==> src/rtl/karatsuba_seq_mult.sv <==
// Sequential unsigned WIDTH x WIDTH multiplier: one Karatsuba level computing z2, z0, z1 on a
// single shared (H+1)x(H+1) multiplier, followed by one combine step.
module karatsuba_seq_mult #(
  parameter int unsigned WIDTH = 64
) (
  input  logic               clk,
  input  logic               rst,
  input  logic [WIDTH-1:0]   input_a_tdata,
  input  logic               input_a_tvalid,
  output logic               input_a_tready,
  input  logic [WIDTH-1:0]   input_b_tdata,
  input  logic               input_b_tvalid,
  output logic               input_b_tready,
  output logic [2*WIDTH-1:0] output_tdata,
  output logic               output_tvalid,
  input  logic               output_tready,
  output logic               busy
);

  localparam int unsigned H  = WIDTH / 2;
  localparam int unsigned PW = 2 * H + 2;
  localparam int unsigned OW = 2 * WIDTH;

  typedef enum logic [2:0] {
    StIdle,
    StMulZ2,
    StMulZ0,
    StMulZ1,
    StComb,
    StOut
  } state_e;

  state_e          state_q;
  logic [WIDTH-1:0] a_q, b_q;
  logic            a_held_q, b_held_q;
  logic [2*H-1:0]  z2_q, z0_q;
  logic [PW-1:0]   z1_q;
  logic [OW-1:0]   out_data_q;
  logic            out_valid_q;

  logic            a_fire, b_fire;
  logic [H:0]      a_sum, b_sum;
  logic [H:0]      mul_x, mul_y;
  logic [PW-1:0]   mul_p;
  logic [PW-1:0]   z_mid;
  logic [OW-1:0]   comb_sum;

  // Readies depend only on registered state, gated off while reset is held.
  assign input_a_tready = rst & (state_q == StIdle) & ~a_held_q;
  assign input_b_tready = rst & (state_q == StIdle) & ~b_held_q;
  assign a_fire         = input_a_tvalid & input_a_tready;
  assign b_fire         = input_b_tvalid & input_b_tready;

  assign output_tdata  = out_data_q;
  assign output_tvalid = out_valid_q;
  assign busy          = a_held_q | b_held_q;

  assign a_sum = {1'b0, a_q[WIDTH-1:H]} + {1'b0, a_q[H-1:0]};
  assign b_sum = {1'b0, b_q[WIDTH-1:H]} + {1'b0, b_q[H-1:0]};

  always_comb begin
    mul_x = a_sum;
    mul_y = b_sum;
    case (state_q)
      StMulZ2: begin
        mul_x = {1'b0, a_q[WIDTH-1:H]};
        mul_y = {1'b0, b_q[WIDTH-1:H]};
      end
      StMulZ0: begin
        mul_x = {1'b0, a_q[H-1:0]};
        mul_y = {1'b0, b_q[H-1:0]};
      end
      default: ;
    endcase
  end

  assign mul_p = {{(H + 1){1'b0}}, mul_x} * {{(H + 1){1'b0}}, mul_y};

  // z1 - z2 - z0 = aH*bL + aL*bH: never negative, and the full sum fits exactly in 2*WIDTH bits.
  assign z_mid    = z1_q - {2'b00, z2_q} - {2'b00, z0_q};
  assign comb_sum = ({{(OW - 2 * H){1'b0}}, z2_q} << WIDTH)
                  + ({{(OW - PW){1'b0}}, z_mid} << H)
                  + {{(OW - 2 * H){1'b0}}, z0_q};

  always_ff @(posedge clk or negedge rst) begin
    if (!rst) begin
      state_q     <= StIdle;
      a_q         <= '0;
      b_q         <= '0;
      a_held_q    <= 1'b0;
      b_held_q    <= 1'b0;
      z2_q        <= '0;
      z0_q        <= '0;
      z1_q        <= '0;
      out_data_q  <= '0;
      out_valid_q <= 1'b0;
    end else begin
      case (state_q)
        StIdle: begin
          if (a_fire) begin
            a_q      <= input_a_tdata;
            a_held_q <= 1'b1;
          end
          if (b_fire) begin
            b_q      <= input_b_tdata;
            b_held_q <= 1'b1;
          end
          if ((a_held_q | a_fire) & (b_held_q | b_fire)) begin
            state_q <= StMulZ2;
          end
        end
        StMulZ2: begin
          z2_q    <= mul_p[2*H-1:0];
          state_q <= StMulZ0;
        end
        StMulZ0: begin
          z0_q    <= mul_p[2*H-1:0];
          state_q <= StMulZ1;
        end
        StMulZ1: begin
          z1_q    <= mul_p;
          state_q <= StComb;
        end
        StComb: begin
          out_data_q  <= comb_sum;
          out_valid_q <= 1'b1;
          state_q     <= StOut;
        end
        StOut: begin
          if (output_tready) begin
            out_valid_q <= 1'b0;
            a_held_q    <= 1'b0;
            b_held_q    <= 1'b0;
            state_q     <= StIdle;
          end
        end
        default: state_q <= StIdle;
      endcase
    end
  end

endmodule

==> config.mk <==
export PLATFORM = sky130hd
export DESIGN_NAME = karatsuba_seq_mult
export DESIGN_NICKNAME = d
export VERILOG_FILES = /design/src/rtl/karatsuba_seq_mult.sv
export SDC_FILE = /design/constraint.sdc
export NUM_CORES = 2
export LEC_CHECK = 0
export ABC_AREA = 1
export CAP_MARGIN = 20
export CELL_PAD_IN_SITES_DETAIL_PLACEMENT = 0
export CELL_PAD_IN_SITES_GLOBAL_PLACEMENT = 2
export CORE_MARGIN = 10
export CORE_UTILIZATION = 38
export CTS_BUF_LIST = sky130_fd_sc_hd__clkbuf_16
export CTS_CLUSTER_SIZE = 40
export DETAILED_ROUTE_END_ITERATION = 10
export PLACE_DENSITY_LB_ADDON = 0.1
export SLEW_MARGIN = 30
export SYNTH_ARGS = -nofsm -noshare
export SYNTH_HDL_FRONTEND = slang
export SYNTH_SLANG_ARGS = --single-unit
==> constraint.sdc <==
create_clock -name clk -period 11.5 [get_ports clk]
set_clock_uncertainty 0.2 [all_clocks]
set_input_delay 2.3 -clock clk [delete_from_list [all_inputs] [get_ports clk]]
set_output_delay 2.3 -clock clk [all_outputs]
set_load 0.02 [all_outputs]
==> metrics.txt <==
outcome finished clean; critical-path cell with the highest stage delay clkinv_1; vias in the first global route 69700; gpl congestion 0.975; flop-to-flop setup slack 0.86 ns; Post-Synthesis Cells 9953; worst r2r path cells 28; Syn-to-layout area delta 9.98%; TritonCTS clock tree yes; WS Path Type reg -> reg; via count 65500; Global Route Usage Sum 31.4%; CTS clk-pin slew, worst paths 0.06 ns; CP endpoint kind flip-flop; Antenna Nets Post-Route 0; core area 188000 um^2; Filler Cells Inserted 20000; initial antenna violation count 4; GRT overflow 0; initial core utilization 38.2%; hold path startpoint output_tdata[94]$_DFFE_PN0P_; pin count of the biggest net entering global routing 90; Final Hold Fails 0; Chip Height 455 um; post-synthesis sequential area ratio 15.9%; clk_lat worst skew ~0.70 ns; critical path's largest stage delay 0.79 ns; Worst Hold Depth 2; clock sink count ~460; minimum clock period around 11 ns; first-pass GRT wire length 474000 um; Worst-Margin Slew 1.05 ns; detailed placement HPWL roughly 280000 um; Post-CTS Resized 0; vias per cell 5.18; max-cap viol count 0; Slew Viols, Final 0; share of flip-flops with an asynchronous set or reset 100%; count of flip-flops with a built-in enable after synthesis 0; Fmax achieved roughly 0.094 GHz; WL final between 300000 and 400000 um; area leader, netlist fa_1; R2R Path Start state_q[2]$_DFFE_PN0P_; Max-slew headroom 29.6%; DRC Markers 0; DIE WIDTH 455 um; HP Class reg -> reg; Row Count about 160; r2r endpoint z2_q[28]$_DFFE_PN0N_; Final period util 92.5%; layout cells sized above 1 3.84%; Mapped Avg Cell Area approximately 7.2 um^2; Post-CTS Hold Buffers 0; Setup TNS 0 ns; Post-Syn Nets 11600; RSZ-0062 raised after global routing no; die area 207000 um^2; first-pass detailed-route iteration total 6; Worst EP arrival 10.94 ns; Starting DRT DRC Count 4537; synthesis-stage register bit count around 460; post-CTS setup buffers 0; H-tree levels 2; post-synth top area share 28.5%; WHS Endpoint output_tdata[94]$_DFFE_PN0P_; Worst setup SP type flip-flop; post-synth cell types 48; port bufs 264; CTS max path bufs 3; Critical Path RT roughly 12 ns; synthesized area 71900 um^2; Worst path most repeated cell fa_1; worst-path maximum fanout 48; YS warnings 0; Area contributors post-synth fa_1 29%, dfrtp_1 16%, nand2_1 14%, inv_1 11%, ha_1 8.0%; final setup fails 0; WL/cell 25.7 um; Post-synth top flop dfrtp_1; NumNets Final ~12000; Num CTS Buffers 57; Top-Level Pins around 270; clock root buffer clkbuf_16
-- state kept, by name (all words and copies together), names as in the netlist --
signal and cells:
a_held_q 1, output_tvalid 1, a_q 64, z2_q 64, output_tdata 128, state_q 3
b_held_q 1, b_q 64, z0_q 64, z1_q 66
-- metrics by stage --
stage,hold slack (ns),instances,util [%],setup slack [ns],instance area (um^2)
after floorplan,0.253,9953,-,3.43,71900
after global placement,0.264,12500,41.1,1.12,77200
after detailed placement,0.266,12500,41.1,1.15,77300
after CTS,0.281,12600,42.0,1.14,79000
after global routing,0.296,12600,42.1,0.430,79100
final,0.275,12700,42.1,0.862,79100
-- cells in the mapped netlist, types with 16 or more instances --
| cell | number |
|---|---|
| nand3_1 | 451 |
| nand4_1 | 57 |
| buf_4 | 16 |
| dfrtp_1 | 456 |
| o21ai_0 | 362 |
| mux2_2 | 88 |
| clkbuf_1 | 81 |
| a21oi_1 | 358 |
| nor3_1 | 76 |
| fa_1 | 1025 |
| ha_1 | 462 |
| nor2_1 | 1145 |
| xor2_1 | 42 |
| xnor2_1 | 72 |
| o21bai_1 | 31 |
| inv_1 | 2021 |
| nor4_1 | 18 |
| buf_2 | 163 |
| a31oi_1 | 20 |
| nand2_1 | 2768 |
| inv_2 | 52 |
| a21o_1 | 17 |
| nand3b_1 | 38 |
| o21a_1 | 17 |
| o22ai_1 | 20 |
| or2_2 | 16 |
-- metal layers --
| layer | up-vias | global-route usage, % | share of wire, % |
|---|---|---|---|
| met5 | - | 0 | 0.0040 |
| met4 | 2 | 17.8 | 7.1 |
| met3 | 624 | 4.15 | 5.0 |
| met2 | 1998 | 56.6 | 50 |
| met1 | 32500 | 35.5 | 38 |
| li1 | 30300 | - | - |
-- how the worst max path moves through the flow --
stage / depth (start not counted) / startpoint / to
after floorplan: 40 / a_q[0]$_DFFE_PN0P_ / z2_q[27]$_DFFE_PN0N_
after global placement: 39 / b_q[2]$_DFFE_PN0P_ / z2_q[55]$_DFFE_PN0N_
after detailed placement: 39 / b_q[2]$_DFFE_PN0P_ / z2_q[55]$_DFFE_PN0N_
after CTS: 44 / a_q[0]$_DFFE_PN0P_ / z2_q[55]$_DFFE_PN0N_
after global routing: 28 / state_q[2]$_DFFE_PN0P_ / z2_q[28]$_DFFE_PN0N_
final: 28 / state_q[2]$_DFFE_PN0P_ / z2_q[28]$_DFFE_PN0N_
-- placed cells by master, fill, tap and decap left out, types with 7 or more instances in the layout --
| cell | instances |
|---|---|
| a21o_1 | 17 |
| a21oi_1 | 357 |
| a31oi_1 | 17 |
| a31oi_2 | 7 |
| and2_1 | 10 |
| buf_4 | 102 |
| clkbuf_16 | 57 |
| clkdlybuf4s50_1 | 263 |
| clkinv_1 | 13 |
| clkinv_2 | 9 |
| dfrtp_1 | 456 |
| fa_1 | 1025 |
| ha_1 | 462 |
| inv_1 | 2027 |
| inv_2 | 54 |
| mux2_2 | 88 |
| nand2_1 | 2765 |
| nand2_2 | 12 |
| nand3_1 | 451 |
| nand3b_1 | 38 |
| nand4_1 | 57 |
| nor2_1 | 1142 |
| nor3_1 | 75 |
| nor4_1 | 17 |
| o21a_1 | 17 |
| o21ai_0 | 362 |
| o21ai_1 | 9 |
| o21bai_1 | 31 |
| o22ai_1 | 20 |
| or2_2 | 16 |
| xnor2_1 | 72 |
| xor2_1 | 42 |
-- critical path: cells and delay by family, from the launching register on --
kind / cells / cell delay, ns
flops: 1 / 0.59
buf+inv: 7 / 2.01
fa+ha+maj: 9 / 4.41
simple gates: 7 / 1.99
compound gates: 5 / 1.18
-- cells by family after synthesis --
logic type,share of synthesized area [%]
xor gates and xnor gates,1.39
DFF,15.9
adders and majority gates,36.6
and+or+nand+nor,25.6
muxes,1.38
buffers and inverters,12.7
AOI/OAI and AO/OA,6.54
-- layout make-up --
cell class	count	area [um^2]	share of cell area, %
clock buffer	57	1430	1.80
clock inverter	43	334	0.422
inverter	2074	7790	9.85
sequential	456	11400	14.4
antenna	4	10.0	0.0127
tap	2495	3120	3.95
timing repair buffer	370	3480	4.41
multi-input combinational	7151	51500	65.1
Power is left out: the tool's default activity adds up to more than one toggle a clock period on the data nets, which glitch-free logic cannot reach.
